$ cat config.mk
export PLATFORM = sky130hd
export DESIGN_NAME = uart_tx_arb
export DESIGN_NICKNAME = d
export VERILOG_FILES = /design/src/rtl/arb_rr_pick.sv /design/src/rtl/uart_tx_arb.sv
export SDC_FILE = /design/constraint.sdc
export NUM_CORES = 1
export LEC_CHECK = 0
export BUFFER_PORTS_ARGS = -buffer_cell sky130_fd_sc_hd__buf_2
export CORE_MARGIN = 1
export CORE_UTILIZATION = 45
export CTS_BUF_LIST = sky130_fd_sc_hd__clkbuf_8
export CTS_CLUSTER_DIAMETER = 40
export DETAILED_ROUTE_END_ITERATION = 12
export PLACE_DENSITY = 0.78
export SETUP_SLACK_MARGIN = 0.4
export SLEW_MARGIN = 20
export SYNTH_ARGS = -nofsm -noshare
export SYNTH_HDL_FRONTEND = slang
export SYNTH_SLANG_ARGS = --single-unit
$ cat constraint.sdc
create_clock -name clk -period 2.1 [get_ports clk]
set_input_delay 0.42 -clock clk [delete_from_list [all_inputs] [get_ports clk]]
set_output_delay 0.42 -clock clk [all_outputs]
set_load 0.02 [all_outputs]
$ cat src/rtl/arb_rr_pick.sv
// Combinational round-robin picker: grants the lowest requesting bit at or above ptr,
// wrapping to bit 0 when nothing at or above ptr is requesting.
module arb_rr_pick #(
    parameter int N  = 2,
    parameter int PW = (N > 1) ? $clog2(N) : 1
) (
    input  logic [N-1:0]  req,
    input  logic [PW-1:0] ptr,
    output logic [N-1:0]  gnt,
    output logic          vld
);
    localparam logic [N-1:0] ONE = N'(1);

    logic [N-1:0] mask;
    logic [N-1:0] masked;
    logic [N-1:0] src;

    always_comb begin
        mask   = ~((ONE << ptr) - ONE);
        masked = req & mask;
        src    = (|masked) ? masked : req;
        // Isolate the lowest set bit of the chosen request vector.
        gnt    = src & (~src + ONE);
        vld    = |req;
    end
endmodule

$ cat src/rtl/uart_tx_arb.sv
// Packet-level round-robin arbiter sharing one uart_tx core between N byte-stream requesters.
// A grant is held for a whole packet; a watchdog reclaims it if the owner stalls mid-packet.
module uart_tx_arb #(
    parameter int N         = 2,
    parameter int TIMEOUT_W = 10
) (
    input  logic             clk,
    input  logic             rst,
    input  logic [8*N-1:0]   req_data,
    input  logic [N-1:0]     req_valid,
    input  logic [N-1:0]     req_last,
    output logic [N-1:0]     req_ack,
    output logic [7:0]       uart_data,
    output logic             uart_valid,
    input  logic             uart_ack,
    output logic [N-1:0]     grant,
    output logic             timeout_stb
);
    localparam int PW = (N > 1) ? $clog2(N) : 1;
    localparam logic [1:0] ST_IDLE = 2'd0;
    localparam logic [1:0] ST_LOCK = 2'd1;
    localparam logic [1:0] ST_SEND = 2'd2;
    localparam logic [TIMEOUT_W-1:0] WD_MAX = '1;

    logic [1:0]           state_q, state_d;
    logic [N-1:0]         grant_q, grant_d;
    logic [N-1:0]         req_ack_q, req_ack_d;
    logic [7:0]           uart_data_q, uart_data_d;
    logic                 uart_valid_q, uart_valid_d;
    logic                 last_q, last_d;
    logic                 timeout_stb_q, timeout_stb_d;
    logic [PW-1:0]        rr_ptr_q, rr_ptr_d;
    logic [TIMEOUT_W-1:0] wd_cnt_q, wd_cnt_d;

    logic [N-1:0]         pick_gnt;
    logic                 pick_vld;
    logic [N-1:0]         cap_sel;
    logic [7:0]           cap_data;
    logic                 cap_last;
    logic [PW-1:0]        owner_idx;
    logic [PW-1:0]        rr_after_owner;
    logic [TIMEOUT_W-1:0] wd_inc;
    logic                 owner_valid;
    logic                 capture;
    logic                 wd_expire;
    logic                 send_done;
    logic [7:0]           req_byte [N];

    arb_rr_pick #(.N(N), .PW(PW)) u_pick (
        .req (req_valid),
        .ptr (rr_ptr_q),
        .gnt (pick_gnt),
        .vld (pick_vld)
    );

    generate
        for (genvar gi = 0; gi < N; gi++) begin : g_byte
            assign req_byte[gi] = req_data[8*gi +: 8];
        end
    endgenerate

    // Capture source: a fresh winner when idle, otherwise only the current owner.
    always_comb begin
        cap_sel   = (state_q == ST_IDLE) ? pick_gnt : (grant_q & req_valid);
        cap_data  = '0;
        cap_last  = 1'b0;
        owner_idx = '0;
        for (int i = 0; i < N; i++) begin
            if (cap_sel[i]) begin
                cap_data = cap_data | req_byte[i];
                cap_last = cap_last | req_last[i];
            end
            if (grant_q[i]) begin
                owner_idx = PW'(i);
            end
        end
        rr_after_owner = (owner_idx == PW'(N-1)) ? '0 : owner_idx + PW'(1);
        wd_inc         = wd_cnt_q + TIMEOUT_W'(1);
    end

    assign owner_valid = |(grant_q & req_valid);
    assign capture     = ((state_q == ST_IDLE) && pick_vld) || ((state_q == ST_LOCK) && owner_valid);
    assign wd_expire   = (state_q == ST_LOCK) && !owner_valid && (wd_inc == WD_MAX);
    assign send_done   = (state_q == ST_SEND) && uart_ack;

    always_ff @(posedge clk or posedge rst) begin
        if (rst) begin
            state_q       <= ST_IDLE;
            grant_q       <= '0;
            req_ack_q     <= '0;
            uart_data_q   <= '0;
            uart_valid_q  <= 1'b0;
            last_q        <= 1'b0;
            timeout_stb_q <= 1'b0;
            rr_ptr_q      <= '0;
            wd_cnt_q      <= '0;
        end else begin
            state_q       <= state_d;
            grant_q       <= grant_d;
            req_ack_q     <= req_ack_d;
            uart_data_q   <= uart_data_d;
            uart_valid_q  <= uart_valid_d;
            last_q        <= last_d;
            timeout_stb_q <= timeout_stb_d;
            rr_ptr_q      <= rr_ptr_d;
            wd_cnt_q      <= wd_cnt_d;
        end
    end

    always_comb begin
        state_d = state_q;
        case (state_q)
            ST_IDLE: if (capture) state_d = ST_SEND;
            ST_LOCK: begin
                if (capture)        state_d = ST_SEND;
                else if (wd_expire) state_d = ST_IDLE;
            end
            ST_SEND: if (send_done) state_d = last_q ? ST_IDLE : ST_LOCK;
            default: state_d = ST_IDLE;
        endcase
    end

    always_comb begin
        grant_d       = grant_q;
        req_ack_d     = '0;
        uart_data_d   = uart_data_q;
        uart_valid_d  = uart_valid_q;
        last_d        = last_q;
        timeout_stb_d = 1'b0;
        rr_ptr_d      = rr_ptr_q;
        wd_cnt_d      = wd_cnt_q;
        if (capture) begin
            grant_d      = (state_q == ST_IDLE) ? pick_gnt : grant_q;
            req_ack_d    = cap_sel;
            uart_data_d  = cap_data;
            uart_valid_d = 1'b1;
            last_d       = cap_last;
            wd_cnt_d     = '0;
        end else if (wd_expire) begin
            timeout_stb_d = 1'b1;
            grant_d       = '0;
            rr_ptr_d      = rr_after_owner;
            wd_cnt_d      = '0;
        end else if (state_q == ST_LOCK) begin
            wd_cnt_d = wd_inc;
        end
        if (send_done) begin
            uart_valid_d = 1'b0;
            wd_cnt_d     = '0;
            if (last_q) begin
                grant_d  = '0;
                rr_ptr_d = rr_after_owner;
            end
        end
    end

    assign req_ack     = req_ack_q;
    assign uart_data   = uart_data_q;
    assign uart_valid  = uart_valid_q;
    assign grant       = grant_q;
    assign timeout_stb = timeout_stb_q;
endmodule

==> out/qor.txt <==
worst-case clock buffer depth: 2
synthesized flop and latch total: 28
Leak: 1.032 nW
clk sinks: 28
slowest cell delay on critical path: 0.48 ns
Logic pwr share: 49.1%
multiplexer area fraction after synthesis: 0.6504%
final setup fails: 0
gr usage total: 21.14%
final std cells w/o fill: 240
hold buffers post-CTS: 0
pin count of the biggest net entering global routing: 29
VDD IR max: 0.0003740 V
Setup TNS: 0 ns
total number of yosys warnings: 0
Slew Viols, Final: 0
number of synthesized flops with an enable pin: 0
number of CTS-inserted buffers: 3
core footprint: 3153 um2
Synth top area share: 45.53%
cell area after synthesis: 1539 um2
critical path endpoint category: flip-flop
drt drc: 0
root buf cell: clkbuf_8
# IOs: 37
ys async rst share: 100.0%
CTS H-tree depth: 1
Setup CP Type: flip-flop to flip-flop
min-delay worst type: primary input to async pin
min Tclk post-route: 1.797 ns
Switching Power: 0.0009772 W
switching fraction of total power: 40.09%
Synth Area in Adders: 1.626%
number of global-route vias before repair: 1240
R2R cell count: 8
Worst R2R Setup Slack: 0.30 ns
Rel. slew slack: 62.16%
r2r startpoint: wd_cnt_q[0]
die outline area: 3658 um2
fraction of layout cells with a size suffix above 1: 52.55%
Worst Setup SP: wd_cnt_q[0]
routability cong.: 0.8818
total power: 0.002437 W
total number of vias: 1339
max_cap viols: 0
CTS tree: done
slack of the critical path: 0.3034 ns
Post-Synth XOR/XNOR Area: 7.398%
crit path max-delay cell type: dfrtp_2
Simple-Gate Fraction of Synth Area: 21.38%
CP arrival: 1.95 ns
Clk pwr share: 17.4%
r2r endpoint: wd_cnt_q[0]
Avg Inst Size Synth: 10.84 um2
post-synthesis sequential area ratio: 45.53%
first-pass GRT wire length: 5678 um
WL per Instance: 16.08 um
top cell type by total area after synthesis: dfrtp_1
final hold vios: 0
sequential share of power: 33.4%
top_reg_cell synth: dfrtp_1
Distinct cells, synth: 47
required time of the critical path: 2.25 ns
Nets: 222
Clock Latency Late Sink: 0.28 ns
drt pass-1 iters: 4
initial antenna violation count: 0
placed cell count: 219
pwr dens: 1159 nW/um2
CP endpoint: wd_cnt_q[0]
RSZ-0062 raised after global routing: yes
Via density: 5.579
Routed Antenna Nets: 0
FP Rows: 20
grt ovf: 0
Post-Route WL: 3858 um
Synthesized Nets: 167
Crit Path Max Fanout: 6
Mapped Cells: 142
fmax: 556.6 MHz
# diodes: 0
HPWL Detailed: 2379 um
critical-path cell list: inv_2, ha_1, nand2_1, or3_4, nor3_4, buf_6, a31o_4, nor3_2
Synth Area in Compound Gates: 16.42%
Initial Util: 48.81%
top cells by area, synth: dfrtp_1 (46%), nor3_2 (6.5%), a222oi_1 (5.9%)
Critical Path Start Type: flip-flop
Int Pwr: 0.001460 W
Die Y: 60.48 um
clock skew: 0.001830 ns
Setup WS pre-CTS: 0.1342 ns
clk slew on worst S/H paths: 0.09 ns
worst slew pin tran: 0.5655 ns
outcome: complete, no violations
fin crit share: 85.55%
IO Port Bufs: 36
Area growth, synth to finish: 36.67%
DRT iter0 DRCs: 140
Die W: 60.48 um
combinational family with the most area after synthesis: simple AND/OR/NAND/NOR gates
power by group through the flow:
stage	clock network (W)	logic, W	registers (W)
after CTS	0.000431	0.00107	0.000801
after floorplan	0	0.000663	0.000875
after global placement	0	0.000879	0.000805
after global routing	0.000450	0.00128	0.000829
after detailed placement	0	0.000913	0.000814
final	0.000425	0.00120	0.000815
placed cells by master, fill, tap and decap left out, types with 4 or more instances in the layout:
cell type / instances
nor3_2: 10
buf_4: 17
nor2_1: 5
xnor2_1: 6
a222oi_1: 9
dfrtp_1: 20
nand3_1: 4
inv_1: 14
buf_2: 36
nand2_1: 6
dfrtp_2: 8
synth_stat cells (all sizes together) (3+ instances only):
cell	count
buf	4
xnor2	7
nor2b	3
xor2	6
nor2	5
a222oi	9
dfrtp	28
o21ai	5
nor3	13
nand3	5
inv	15
nand2	8
and3	4
a21oi	3
how the worst min path moves through the flow:
stage	start	to	slack, ns	cells past startpoint
finish	rst	wd_cnt_q[7]	0.19	3
global route	rst	wd_cnt_q[7]	0.22	3
CTS	rst	uart_data[4]	0.19	3
detailed placement	uart_valid	uart_valid	0.49	2
global placement	uart_data[6]	uart_data[6]	0.49	2
floorplan	grant[1]	rr_ptr_q	0.48	1
logic make-up (layout without fill, tap and decap cells):
kind of cell,count (synthesis),after routing
mux,1,1
simple gates,47,47
compound gates,30,31
fa+ha+maj,2,2
flops,28,28
xor+xnor,13,13
buf+inv,21,74
registers in the layout (all words and copies together) (netlist names):
name	flops
wd_cnt_q	10
uart_data	8
grant	2
req_ack	2
state_q	2
last_q	1
rr_ptr_q	1
timeout_stb	1
uart_valid	1
metrics by stage:
stage	hold WS, ns	utilization, %	cell area, um2
floorplan	0.4760	-	1559
global placement	0.4870	55.99	1765
detailed placement	0.4904	55.99	1765
CTS	0.1902	61.90	1952
global route	0.2230	66.71	2103
finish	0.1856	66.71	2103
cell type report:
class,count,area (um2)
fill,231,1050
multi-input combinational,94,870.8
sequential,28,710.7
timing repair buffer,55,339.1
inverter,15,56.30
tap,44,55.05
clock buffer,3,41.29
clock inverter,1,30.03
repair_timing:
action	in CTS	in global routing
resized for setup	16	16
buffers inserted	7	9
endpoints found under the setup margin	24	25
gates cloned	1	0
pin swaps	7	18
per-layer routing:
| layer | vias up | routed length, um | GRT usage, % |
|---|---|---|---|
| li1 | 623 | - | - |
| met1 | 674 | 1614 | 27.48 |
| met2 | 33 | 2035 | 35.79 |
| met3 | 9 | 125 | 2.772 |
| met4 | 0 | 83 | 8.442 |
| met5 | - | 0 | 0 |
worst max-delay path, delay by kind of cell, from the launching register on:
| family | cells | cell delay (ns) |
|---|---|---|
| compound gates | 1 | 0.22 |
| simple gates | 4 | 0.62 |
| fa+ha+maj | 1 | 0.14 |
| flops | 1 | 0.48 |
| buf+inv | 2 | 0.20 |
(Power assumes the default switching activity.)
